==> config.mk <==
export PLATFORM = sky130hd
export DESIGN_NAME = scale_seq
export DESIGN_NICKNAME = d
export VERILOG_FILES = /design/src/rtl/scale_seq.sv
export SDC_FILE = /design/constraint.sdc
export NUM_CORES = 1
export LEC_CHECK = 0
export CAP_MARGIN = 30
export CORE_MARGIN = 5
export CORE_UTILIZATION = 56
export CTS_CLUSTER_DIAMETER = 40
export DETAILED_ROUTE_END_ITERATION = 8
export DONT_BUFFER_PORTS = 1
export PLACE_DENSITY = 0.74
export SETUP_SLACK_MARGIN = 0.02
export SLEW_MARGIN = 20
export SYNTH_ARGS = -nofsm -noshare
export SYNTH_HDL_FRONTEND = slang
export SYNTH_SLANG_ARGS = --single-unit
==> constraint.sdc <==
create_clock -name clk -period 5.1 [get_ports clk]
set_input_delay 0.51 -clock clk [delete_from_list [all_inputs] [get_ports clk]]
set_output_delay 0.51 -clock clk [all_outputs]
set_load 0.1 [all_outputs]
==> src/rtl/scale_seq.sv <==
// Sequential shift-add scaler for sign-magnitude words: one mask term per clock into a single accumulator, then saturate.
// Optional build macro SCALE_EARLY_EXIT_EN stops RUN after the highest set mask bit instead of always running WIDTH terms.
module scale_seq #(
  parameter int               WIDTH    = 32,
  parameter logic [WIDTH-1:0] DEF_MASK = 32'h9DDA_11C5
) (
  input  logic             clk,
  input  logic             rst_n,
  input  logic             in_valid,
  output logic             in_ready,
  input  logic [WIDTH-1:0] ina,
  input  logic             cfg_we,
  input  logic [WIDTH-1:0] cfg_mask,
  output logic             out_valid,
  input  logic             out_ready,
  output logic [WIDTH-1:0] outdata,
  output logic             out_sat,
  output logic             busy,
  output logic [1:0]       dbg_state_o
);

  // Handshake: a transfer happens on a rising edge where valid && ready are both high.
  // The upstream side is ready only in IDLE; the downstream side sees valid only in DONE,
  // and outdata/out_sat stay constant for as long as valid is held without ready.

  localparam int KW = $clog2(WIDTH);

  typedef enum logic [1:0] {
    S_IDLE = 2'd0,
    S_RUN  = 2'd1,
    S_DONE = 2'd2
  } state_t;

  state_t           state_q, state_d;
  logic [WIDTH-1:0] mask_q, mask_d;
  logic [WIDTH-1:0] snap_q, snap_d;
  logic             sign_q, sign_d;
  logic [WIDTH-2:0] mag_q, mag_d;
  logic [WIDTH:0]   acc_q, acc_d;
  logic [KW-1:0]    k_q, k_d;
  logic [WIDTH-1:0] outdata_q, outdata_d;
  logic             sat_q, sat_d;
  logic             rdy_q;

  logic [WIDTH:0]   term;
  logic [WIDTH:0]   acc_sum;
  logic             last_term;
  logic             sat_now;
  logic [WIDTH-2:0] mag_res;

  // Term 0 is the only left shift; every other term is a truncating right shift.
  always_comb begin
    term = '0;
    if (k_q == '0) begin
      term = {1'b0, mag_q, 1'b0};
    end else begin
      term = {2'b00, mag_q >> k_q};
    end
  end

  assign acc_sum = acc_q + (snap_q[k_q] ? term : '0);

`ifdef SCALE_EARLY_EXIT_EN
  logic [WIDTH-1:0] hi_bits;
  assign hi_bits   = (snap_q >> k_q) >> 1;
  assign last_term = (hi_bits == '0);
`else
  assign last_term = (k_q == KW'(WIDTH - 1));
`endif

  // The accumulator peaks at 3*mag, so only its top two bits can signal overflow.
  assign sat_now = |acc_sum[WIDTH:WIDTH-1];
  assign mag_res = sat_now ? '1 : acc_sum[WIDTH-2:0];

  always_comb begin
    state_d   = state_q;
    mask_d    = mask_q;
    snap_d    = snap_q;
    sign_d    = sign_q;
    mag_d     = mag_q;
    acc_d     = acc_q;
    k_d       = k_q;
    outdata_d = outdata_q;
    sat_d     = sat_q;
    case (state_q)
      S_IDLE: begin
        if (cfg_we) begin
          mask_d = cfg_mask;
        end
        if (in_valid && in_ready) begin
          sign_d  = ina[WIDTH-1];
          mag_d   = ina[WIDTH-2:0];
          snap_d  = mask_q;
          acc_d   = '0;
          k_d     = '0;
          state_d = S_RUN;
        end
      end
      S_RUN: begin
        acc_d = acc_sum;
        k_d   = k_q + KW'(1);
        if (last_term) begin
          outdata_d = {sign_q, mag_res};
          sat_d     = sat_now;
          state_d   = S_DONE;
        end
      end
      S_DONE: begin
        if (out_ready) begin
          state_d = S_IDLE;
        end
      end
      default: begin
        state_d = S_IDLE;
      end
    endcase
  end

  always_ff @(posedge clk or negedge rst_n) begin
    if (!rst_n) begin
      state_q   <= S_IDLE;
      mask_q    <= DEF_MASK;
      snap_q    <= '0;
      sign_q    <= 1'b0;
      mag_q     <= '0;
      acc_q     <= '0;
      k_q       <= '0;
      outdata_q <= '0;
      sat_q     <= 1'b0;
      rdy_q     <= 1'b0;
    end else begin
      state_q   <= state_d;
      mask_q    <= mask_d;
      snap_q    <= snap_d;
      sign_q    <= sign_d;
      mag_q     <= mag_d;
      acc_q     <= acc_d;
      k_q       <= k_d;
      outdata_q <= outdata_d;
      sat_q     <= sat_d;
      rdy_q     <= 1'b1;
    end
  end

  // rdy_q keeps in_ready low until the first clock after reset release.
  assign in_ready    = (state_q == S_IDLE) && rdy_q;
  assign out_valid   = (state_q == S_DONE);
  assign busy        = (state_q == S_RUN);
  assign outdata     = outdata_q;
  assign out_sat     = sat_q;
  assign dbg_state_o = state_q;

endmodule

Word-level counts from Yosys, hierarchy flattened
Index checks and enable logic that the tools add are counted.
- RAM bits: 0
- bits in latches: 0
- memories kept: 0
- output and inout port bits: 38
- flip-flop bits (word level): 170
- memory bits (read-only): 0
- shift-type cells: 1
- multiplexer cells: 13
- reductions and logical operators: 11
- magnitude comparators: 1
- multipliers: 0
- add/subtract/negate cells: 2
- bitwise logic cells: 0
- divide/modulo/power cells: 0
- equality and inequality tests: 6
- operators by type and width (operator ; number):
    $mux W33 ; 2
    $pmux W33 S2 ; 1
    $add A33 B33 Y33 ; 1
    $mux W32 ; 1
    $mux W31 ; 1
    $shr A31 B5 Y31 ; 1
    $pmux W5 S2 ; 1
    $reduce_and A2 Y1 ; 4
    $lt A5 B6 Y1 const B ; 1
    $mux W2 ; 3
    $pmux W2 S3 ; 1
    $add A5 B1 Y5 const B ; 1
    $bmux W1 S5 ; 1
    $eq A5 B5 Y1 const B ; 1
    $logic_not A5 Y1 ; 1
    $mux W5 ; 1
    $ne A2 B1 Y1 const B ; 2
    $reduce_and A3 Y1 ; 1
    $eq A2 B1 Y1 const B ; 1
    $eq A2 B2 Y1 const B ; 1
    $logic_and A1 B1 Y1 ; 2
    $logic_not A2 Y1 ; 1
    $ne A2 B2 Y1 const B ; 1
    $reduce_bool A2 Y1 ; 1
    2 further kinds ; 2

Logic depth before layout (Yosys ltp)
Gate-level depths: netlist (run 1).
- depth in word-level cells: 6
- depth in mapped cells: 24

Worst setup path before layout (run 1)
No wires, ideal clock.
- path type: register to register
- start: reg k_q[0]
- end: reg outdata_q[26], in the netlist outdata[26]
- slack: 0.326 ns
- library setup time: 0.121 ns
- buffers on the path: 8
- period minus slack after synthesis: 4.774 ns
- stages on the path, launching flop included: 23
- arrival time: 4.653 ns
- path through: dfrtp_1 buf_2 buf_6 buf_2 inv_1 buf_2 ha_1 clkbuf_1 and2_1 clkbuf_1 clkbuf_1 a211oi_1 a211oi_1 ha_1 o211ai_1 o211ai_1 a31oi_4 a21oi_1 o21a_1 o311ai_2 nand4_2 buf_2 o22a_2
- longest elaborated chain between the ends: 6
- elaborated cells on any way between the ends: 11
- RTL lines (element ; line ; RTL):
    start, declared ; 40 ; logic [KW-1:0] k_q, k_d;
    start signal, assigned ; 138 ; k_q <= k_d;
    $shr A31 B5 Y31 (tied with other cells) ; 57 ; term = {2'b00, mag_q >> k_q};
    $mux W32 or $mux W1 (tied branches) ; 54, 61 ;
    $mux W33 ; 61 ; assign acc_sum = acc_q + (snap_q[k_q] ? term : '0);
    $add A33 B33 Y33 ; 61 ;
    $reduce_or A2 Y1 ; 72 ; assign sat_now = |acc_sum[WIDTH:WIDTH-1];
    $mux W31 ; 73 ; assign mag_res = sat_now ? '1 : acc_sum[WIDTH-2:0];
    end signal, assigned ; 139 ; outdata_q <= outdata_d;
    end, declared ; 41 ; logic [WIDTH-1:0] outdata_q, outdata_d;
Parallel ways exist; a longest one is shown, timed or not. The select of a mux whose other input is x is not followed.
A chain may end at the register's enable or synchronous reset.

Worst setup path after layout (run 1)
- start: reg k_q[0]
- end: reg outdata_q[23], in the netlist outdata[23]
The elaborated chain is that of the path after synthesis.

==> metrics.yaml, run 1 <==
layout:
  drive_above_1_share_pct: 24.5
  layout.area.seq_sq_mm: 0.00428
  area_growth_syn_to_layout_pct: 8.13
  n_fill_cell: 1447
  nets: 1066
  multi_input_area_sq_mm: 0.00561
critical_path:
  reg2reg_to: "outdata[23]$_DFFE_PN0P_"
  required_ps: 5430
  r2r_cells: 16
  setup.worst_path.end_class: "flip-flop"
  rrSetupSlack_ps: 320
  crit_path_end: "outdata[23]$_DFFE_PN0P_"
  crit_arrival_ps: 5120
  critPathKind: "flip-flop to flip-flop"
  crit_fanout: 21
  cp-startpoint: "k_q[0]$_DFFE_PN0P_"
  r2r-start: "k_q[0]$_DFFE_PN0P_"
  start_kind: "flip-flop"
sta:
  max_freq_ghz: 0.209
  setup_viol: 0
  relSlewSlack_pct: 31.8
  drv_slew: 0
  period_needed_ps: 4780
  finalClockSkew_ps: 17.7
  grt_setup_unrepaired: "false"
  tightest_slew_ps: 1020
  finalCritPeriodShare_pct: 93.8
  fin_tns_setup_ps: 0
  whs_ps: 85.6
  hold_viol: 0
  setup_slack_ps: 316
global_routing:
  grtUsageTotal_pct: 23.3
  grt_pass1_wl_um: 40100
  grt_pass1_vias: 7520
  grt-ovfl-total: 0
  antenna_found_initial: 0
  grt_max_degree: 171
die:
  fp.dieW_um: 145
  die-height_um: 145
  initial_core_util_pct: 57.1
  die_area_sq_mm: 0.0211
  fp.coreArea_sq_mm: 0.0180
  row_count: 49
  ioPinCount: 107
route:
  wl_per_cell_um: 20.3
  drt_iter0_markers: 748
  viasPerCell: 6.30
  first_pass_iters: 5
  postRouteAntennaNets: 0
  drc_errors: 0
  vias: 7587
  wl_um: 24500
yosys:
  synth.area.top_cells: "dfrtp_1 (38%), mux2_2 (12%), mux4_2 (6.4%), nand2_1 (4.5%), ha_1 (4.3%)"
  syn-cell-area_sq_mm: 0.0103
  yosys-top-cells-count: "dfrtp_1 (154), nand2_1 (122), mux2_2 (108)"
  syn-num-nets: 1086
  synth_area_leader_cell: "dfrtp_1"
  seq_area_frac_synth_pct: 41.7
  yosysTopAreaCellShare_pct: 37.6
  yosysWarnings: 0
  synthesis.instances: 981
  synthArstFlopShare_pct: 100
  avgSynthCellArea_sq_um: 10.4
  ys.flop_type: "dfrtp_1"
  yosysMostFrequentCell: "dfrtp_1"
  synthDistinctLibCells: 67
  synth-edff-count: 0
  ys_seq_elements: 170
job:
  cap_violations: 0
place:
  dp_worst_setup_slack_ps: 215
  portBuffers: 0
  gp_congestion: 0.982
  dp_hpwl_um: 17400
clock_network:
  clk_root_buffer_cell: "clkbuf_16"
  cts_tree: "done"
  cts_max_level: 4
  numCtsBuffers: 17
  clkTransAtPathRegs_ps: 80
  clockBufferDepth: 2
  clkSinkCount: 170
  clk-insertion-delay-late_ps: 450
min_path:
  hold_class: "input port to asynchronous set/reset pin"
run_status:
  status: "finished, final reports clean"
-- through the flow --
step	cell area [sq um]	utilization, %	cells
finish	11100	61.7	1204
global route	11100	61.7	1203
CTS	11000	61.5	1199
detailed placement	10400	58.0	1166
global placement	10400	57.9	1165
floorplan	10300	-	981
-- routing by layer --
layer,up-vias,global-route usage [%],wire length (um),share of wire (%)
met1,3696,29.9,10000,41
li1,3537,-,-,-
met3,56,7.02,1870,7.6
met2,298,37.9,12000,49
met5,-,0,0,0
met4,0,7.65,632,2.6
-- placed cells by master, fill, tap and decap left out, types with 17 or more instances in the layout --
cell / synthesis / layout
mux2i_1: 31 / 31
o21ai_0: 61 / 61
mux2_2: 108 / 108
nand2_1: 122 / 122
ha_1: 35 / 35
clkbuf_16: 0 / 17
dfrtp_1: 154 / 152
o22a_1: 30 / 30
nor2_1: 67 / 67
mux4_2: 29 / 29
a21oi_1: 71 / 71
buf_4: 1 / 25
-- worst max-delay path, stage by stage, from the launching register on --
cell	delay [ps]
dfrtp_4	530
buf_4	200
mux4_2	500
mux4_2	490
a21boi_2	230
buf_4	220
a211oi_1	80
ha_1	370
o211ai_1	230
o211ai_1	190
a31oi_4	310
a21oi_1	160
o21a_1	240
o311ai_2	280
nand4_2	150
buf_4	250
o22a_1	220
-- state kept, by name, summed over array words and instances (netlist names) --
| name | count |
|---|---|
| snap_q | 32 |
| acc_q | 33 |
| outdata | 32 |
| mag_q | 31 |
| mask_q | 32 |
| sign_q | 1 |
| out_sat | 1 |
| rdy_q | 1 |
| k_q | 5 |
| dbg_state_o | 2 |
-- what timing repair did --
item / CTS / global route
buffers inserted: 0 / 4
setup endpoints to repair: 0 / 34
hold endpoints to repair: 170 / 0
hold buffers: 1 / 0
resized for setup: 0 / 2
-- cell families (layout without fill, tap and decap cells) --
kind of cell | Yosys count | in the layout | share of synthesized area (%)
mux | 168 | 168 | 21.3
flops | 170 | 170 | 41.7
other cells | 1 | 2 | 0.0366
simple gates | 247 | 247 | 10.4
fa+ha+maj | 36 | 36 | 4.47
buf+inv | 80 | 73 | 3.65
xor+xnor | 29 | 29 | 2.48
compound gates | 250 | 250 | 16.1
-- layout make-up --
class	instances	share of cell area, %
clock inverters	14	1.57
multi-input cells	731	50.6
flip-flops and latches	170	38.6
diodes	1	0.0226
well taps	229	2.58
clock buffers	18	3.87
repair buffers	28	2.26
inverters	13	0.474
-- how the worst min path moves through the flow --
| stage | start | end | slack [ps] |
|---|---|---|---|
| final | rst_n | mag_q[9]$_DFFE_PN0P_ | 90 |
| after global routing | rst_n | acc_q[5]$_DFFE_PN0P_ | 160 |
| after CTS | rst_n | acc_q[31]$_DFFE_PN0P_ | 150 |
| after detailed placement | rst_n | mag_q[15]$_DFFE_PN0P_ | 220 |
| after global placement | rst_n | mag_q[15]$_DFFE_PN0P_ | 220 |
| after floorplan | rst_n | acc_q[0]$_DFFE_PN0P_ | 210 |
Power of run 1 is not shown: default switching activity piles up to over one toggle a cycle in this logic, so the estimate is an artifact.
==> run 2, diff against run 1 <==
--- a/config.mk
+++ b/config.mk
@@ -5,6 +5,7 @@
 export SDC_FILE = /design/constraint.sdc
 export NUM_CORES = 1
 export LEC_CHECK = 0
+export ABC_AREA = 1
 export CAP_MARGIN = 30
 export CORE_MARGIN = 5
 export CORE_UTILIZATION = 56
==> run 2 against run 1 <==
Compared with the run above: the run now ends with hold timing left; non-clock buffer count fell by 4; wire length rose by 30%; clock skew barely moved; flip-flop and latch count did not move.
==> metrics.yaml, run 2 <==
run_status:
  status: "finished, violations left"
  violations: "hold timing"
yosys:
  synthArstFlopShare_pct: 100  # unchanged
  synth.area.top_cells: "dfrtp_1 (34%), nand2_1 (15%), mux2_2 (6.7%), inv_1 (6.1%), nor2_1 (4.6%)"
  syn-cell-area_sq_mm: 0.0113  # +10%
  seq_area_frac_synth_pct: 37.8  # -3.9 points
  synth_area_leader_cell: "dfrtp_1"
  yosys-top-cells-count: "nand2_1 (464), inv_1 (183), dfrtp_1 (154)"
  yosysMostFrequentCell: "nand2_1"
  synth-edff-count: 0  # unchanged
  ys_seq_elements: 170  # unchanged
  yosysWarnings: 0  # unchanged
  synthDistinctLibCells: 51  # -24%
  ys.flop_type: "dfrtp_1"
  avgSynthCellArea_sq_um: 7.30  # -30%
  yosysTopAreaCellShare_pct: 34.0  # -3.5 points
  synthesis.instances: 1550  # +58%
  syn-num-nets: 1655  # +52%
critical_path:
  r2r-start: "k_q[4]$_DFFE_PN0P_"
  crit_fanout: 25  # +19%
  path_cells: "inv_2 > nand3_2 > inv_2 > nor2_2 > buf_4 > a32oi_1 > nor2_1 > ha_1 > a21oi_1 > nand2_1 > nand2_1 > nand2_1 > a21oi_1 > nand3_1 > nand2_4 > nand2_2 > nor2_1 > nor2_1"
  crit_arrival_ps: 4840  # -280 ps
  cp_top_family: "simple AND/OR/NAND/NOR gates"
  rrSetupSlack_ps: 600  # +280 ps
  setup.worst_path.end_class: "flip-flop"
  cp.buffers_inverters: 3  # unchanged
  reg2reg_to: "outdata[19]$_DFFE_PN0P_"
  slowest_delay_ps: 850  # +320 ps
  required_ps: 5430  # about the same
  start_kind: "flip-flop"
  critPathKind: "flip-flop to flip-flop"
  worst_path_max_delay_cell: "dfrtp_1"
  r2r_cells: 18  # +2
sta:
  relSlewSlack_pct: 31.1  # -0.67 points
  tightest_slew_ps: 1030  # +9.99 ps
  finalCritPeriodShare_pct: 88.3  # -5.5 points
  max_freq_ghz: 0.222  # +6.3%
  grt_setup_unrepaired: "false"
  whs_ps: -65.7  # -151 ps
  period_needed_ps: 4500  # -282 ps
  finalClockSkew_ps: 17.9  # +0.252 ps
  setup_viol: 0  # unchanged
  drv_slew: 0  # unchanged
  hold_viol: 9  # +9
  fin_tns_setup_ps: 0  # unchanged
clock_network:
  cts_max_level: 4  # unchanged
  cts_hold_buf: 1  # unchanged
  clk_root_buffer_cell: "clkbuf_16"
  clkSinkCount: 170  # unchanged
  clk-insertion-delay-late_ps: 450  # about the same
  cts_tree: "done"
  numCtsBuffers: 17  # unchanged
  clockBufferDepth: 2  # unchanged
  post_cts_buffers: 0  # unchanged
  cts_resized: 0  # unchanged
  clkTransAtPathRegs_ps: 80  # about the same
global_routing:
  grt_pass1_vias: 9874  # +31%
  grt_pass1_wl_um: 53000  # +32%
  grtUsageTotal_pct: 28.0  # +4.7 points
  antenna_found_initial: 4  # +4
  grt_max_degree: 171  # unchanged
  grt-ovfl-total: 0  # unchanged
route:
  wl_per_cell_um: 17.6  # -14%
  drc_errors: 0  # unchanged
  postRouteAntennaNets: 0  # unchanged
  drt_iter0_markers: 729  # -2.5%
  first_pass_iters: 6  # +1
  wl_um: 31800  # +30%
  viasPerCell: 5.48  # -13%
  vias: 9923  # +31%
job:
  cap_violations: 0  # unchanged
die:
  fp.coreArea_sq_mm: 0.0200  # +12%
  fp.dieW_um: 152  # +4.7%
  initial_core_util_pct: 56.5  # -0.59 points
  die_area_sq_mm: 0.0232  # +9.7%
  row_count: 52  # +6.1%
  ioPinCount: 107  # unchanged
  die-height_um: 152  # +4.7%
layout:
  final_common_cell: "nand2_1"
  largest-register: "acc_q"
  antenna_cells: 0  # -1
  nets: 1632  # +53%
  area_growth_syn_to_layout_pct: 7.36
  drive_above_1_share_pct: 13.1  # -11 points
  mostFrequentLayoutCells: "nand2_1 (463), inv_1 (183), dfrtp_1 (153), nor2_1 (137), nand3_1 (98)"
  largest_register_ffs: 33  # unchanged
place:
  portBuffers: 0  # unchanged
  dp_hpwl_um: 23800  # +37%
  gp_congestion: 0.962  # -2.0%
min_path:
  hold_class: "input port to asynchronous set/reset pin"
run 2: changes by cell type in the layout (fill, tap and decap cells not counted), moves of 29 or more:
cell / previous run / this run
nand3_1: 10 / 98
mux4_2: 29 / 0
nor2_1: 67 / 137
o22a_1: 30 / 0
mux2_2: 108 / 67
inv_1: 10 / 183
nand2_1: 122 / 463
run 2: cells by family after synthesis:
| group | synth area share, % |
|---|---|
| DFF | 37.8 |
| xor gates and xnor gates | 1.32 |
| other | 0.0331 |
| adders and majority gates | 4.05 |
| and+or+nand+nor | 28.9 |
| AOI/OAI and AO/OA | 10.9 |
| buffers and inverters | 10.0 |
| muxes | 7.02 |
run 2: layout make-up:
type                            count  area [sq um]
Clock buffer                       17           425
Clock inverter                     15           214
Fill cell                        1904          7890
Inverter                          194           728
Multi-Input combinational cell   1120          5930
Sequential cell                   170          4280
Tap cell                          270           338
Timing Repair Buffer               24           241
run 2: through the flow:
step	std cells	worst slack (ps)	instance area [sq um]	util, %	hold slack, ps
after CTS	1810	618	12200	60.6	141
final	1810	597	12200	60.6	-65.7
after global routing	1810	215	12200	60.6	164
after global placement	1774	701	11400	57.1	219
after floorplan	1550	626	11300	-	214
after detailed placement	1777	648	11500	57.3	220
run 2: worst register-to-register path, delay by kind of cell, from the launching register on:
kind	cells	cell delay (ps)
compound gates	3	660
flops	1	850
buf+inv	3	620
fa+ha+maj	1	340
simple gates	11	1940
run 2: worst max-delay path by stage:
| stage | from | cells after the start | endpoint |
|---|---|---|---|
| 2_1_floorplan | dbg_state_o[1]$_DFFE_PN0P_ | 6 | acc_q[13]$_DFFE_PN0P_ |
| 3_3_place_gp | k_q[0]$_DFFE_PN0P_ | 18 | outdata[18]$_DFFE_PN0P_ |
| 3_5_place_dp | k_q[0]$_DFFE_PN0P_ | 18 | outdata[19]$_DFFE_PN0P_ |
| 4_1_cts | k_q[0]$_DFFE_PN0P_ | 18 | outdata[19]$_DFFE_PN0P_ |
| 5_1_grt | k_q[0]$_DFFE_PN0P_ | 19 | outdata[19]$_DFFE_PN0P_ |
| 6_report | k_q[4]$_DFFE_PN0P_ | 18 | outdata[19]$_DFFE_PN0P_ |
run 2: per-layer routing:
metal,routed length (um),global-route usage [%],vias up,share of wire (%)
li1,-,-,4907,-
met1,14600,38.4,4674,46
met2,15000,47.0,282,47
met3,1540,4.83,52,4.8
met4,596,6.04,8,1.9
met5,42,0,-,0.13
Power of run 2 is left out for the same reason.
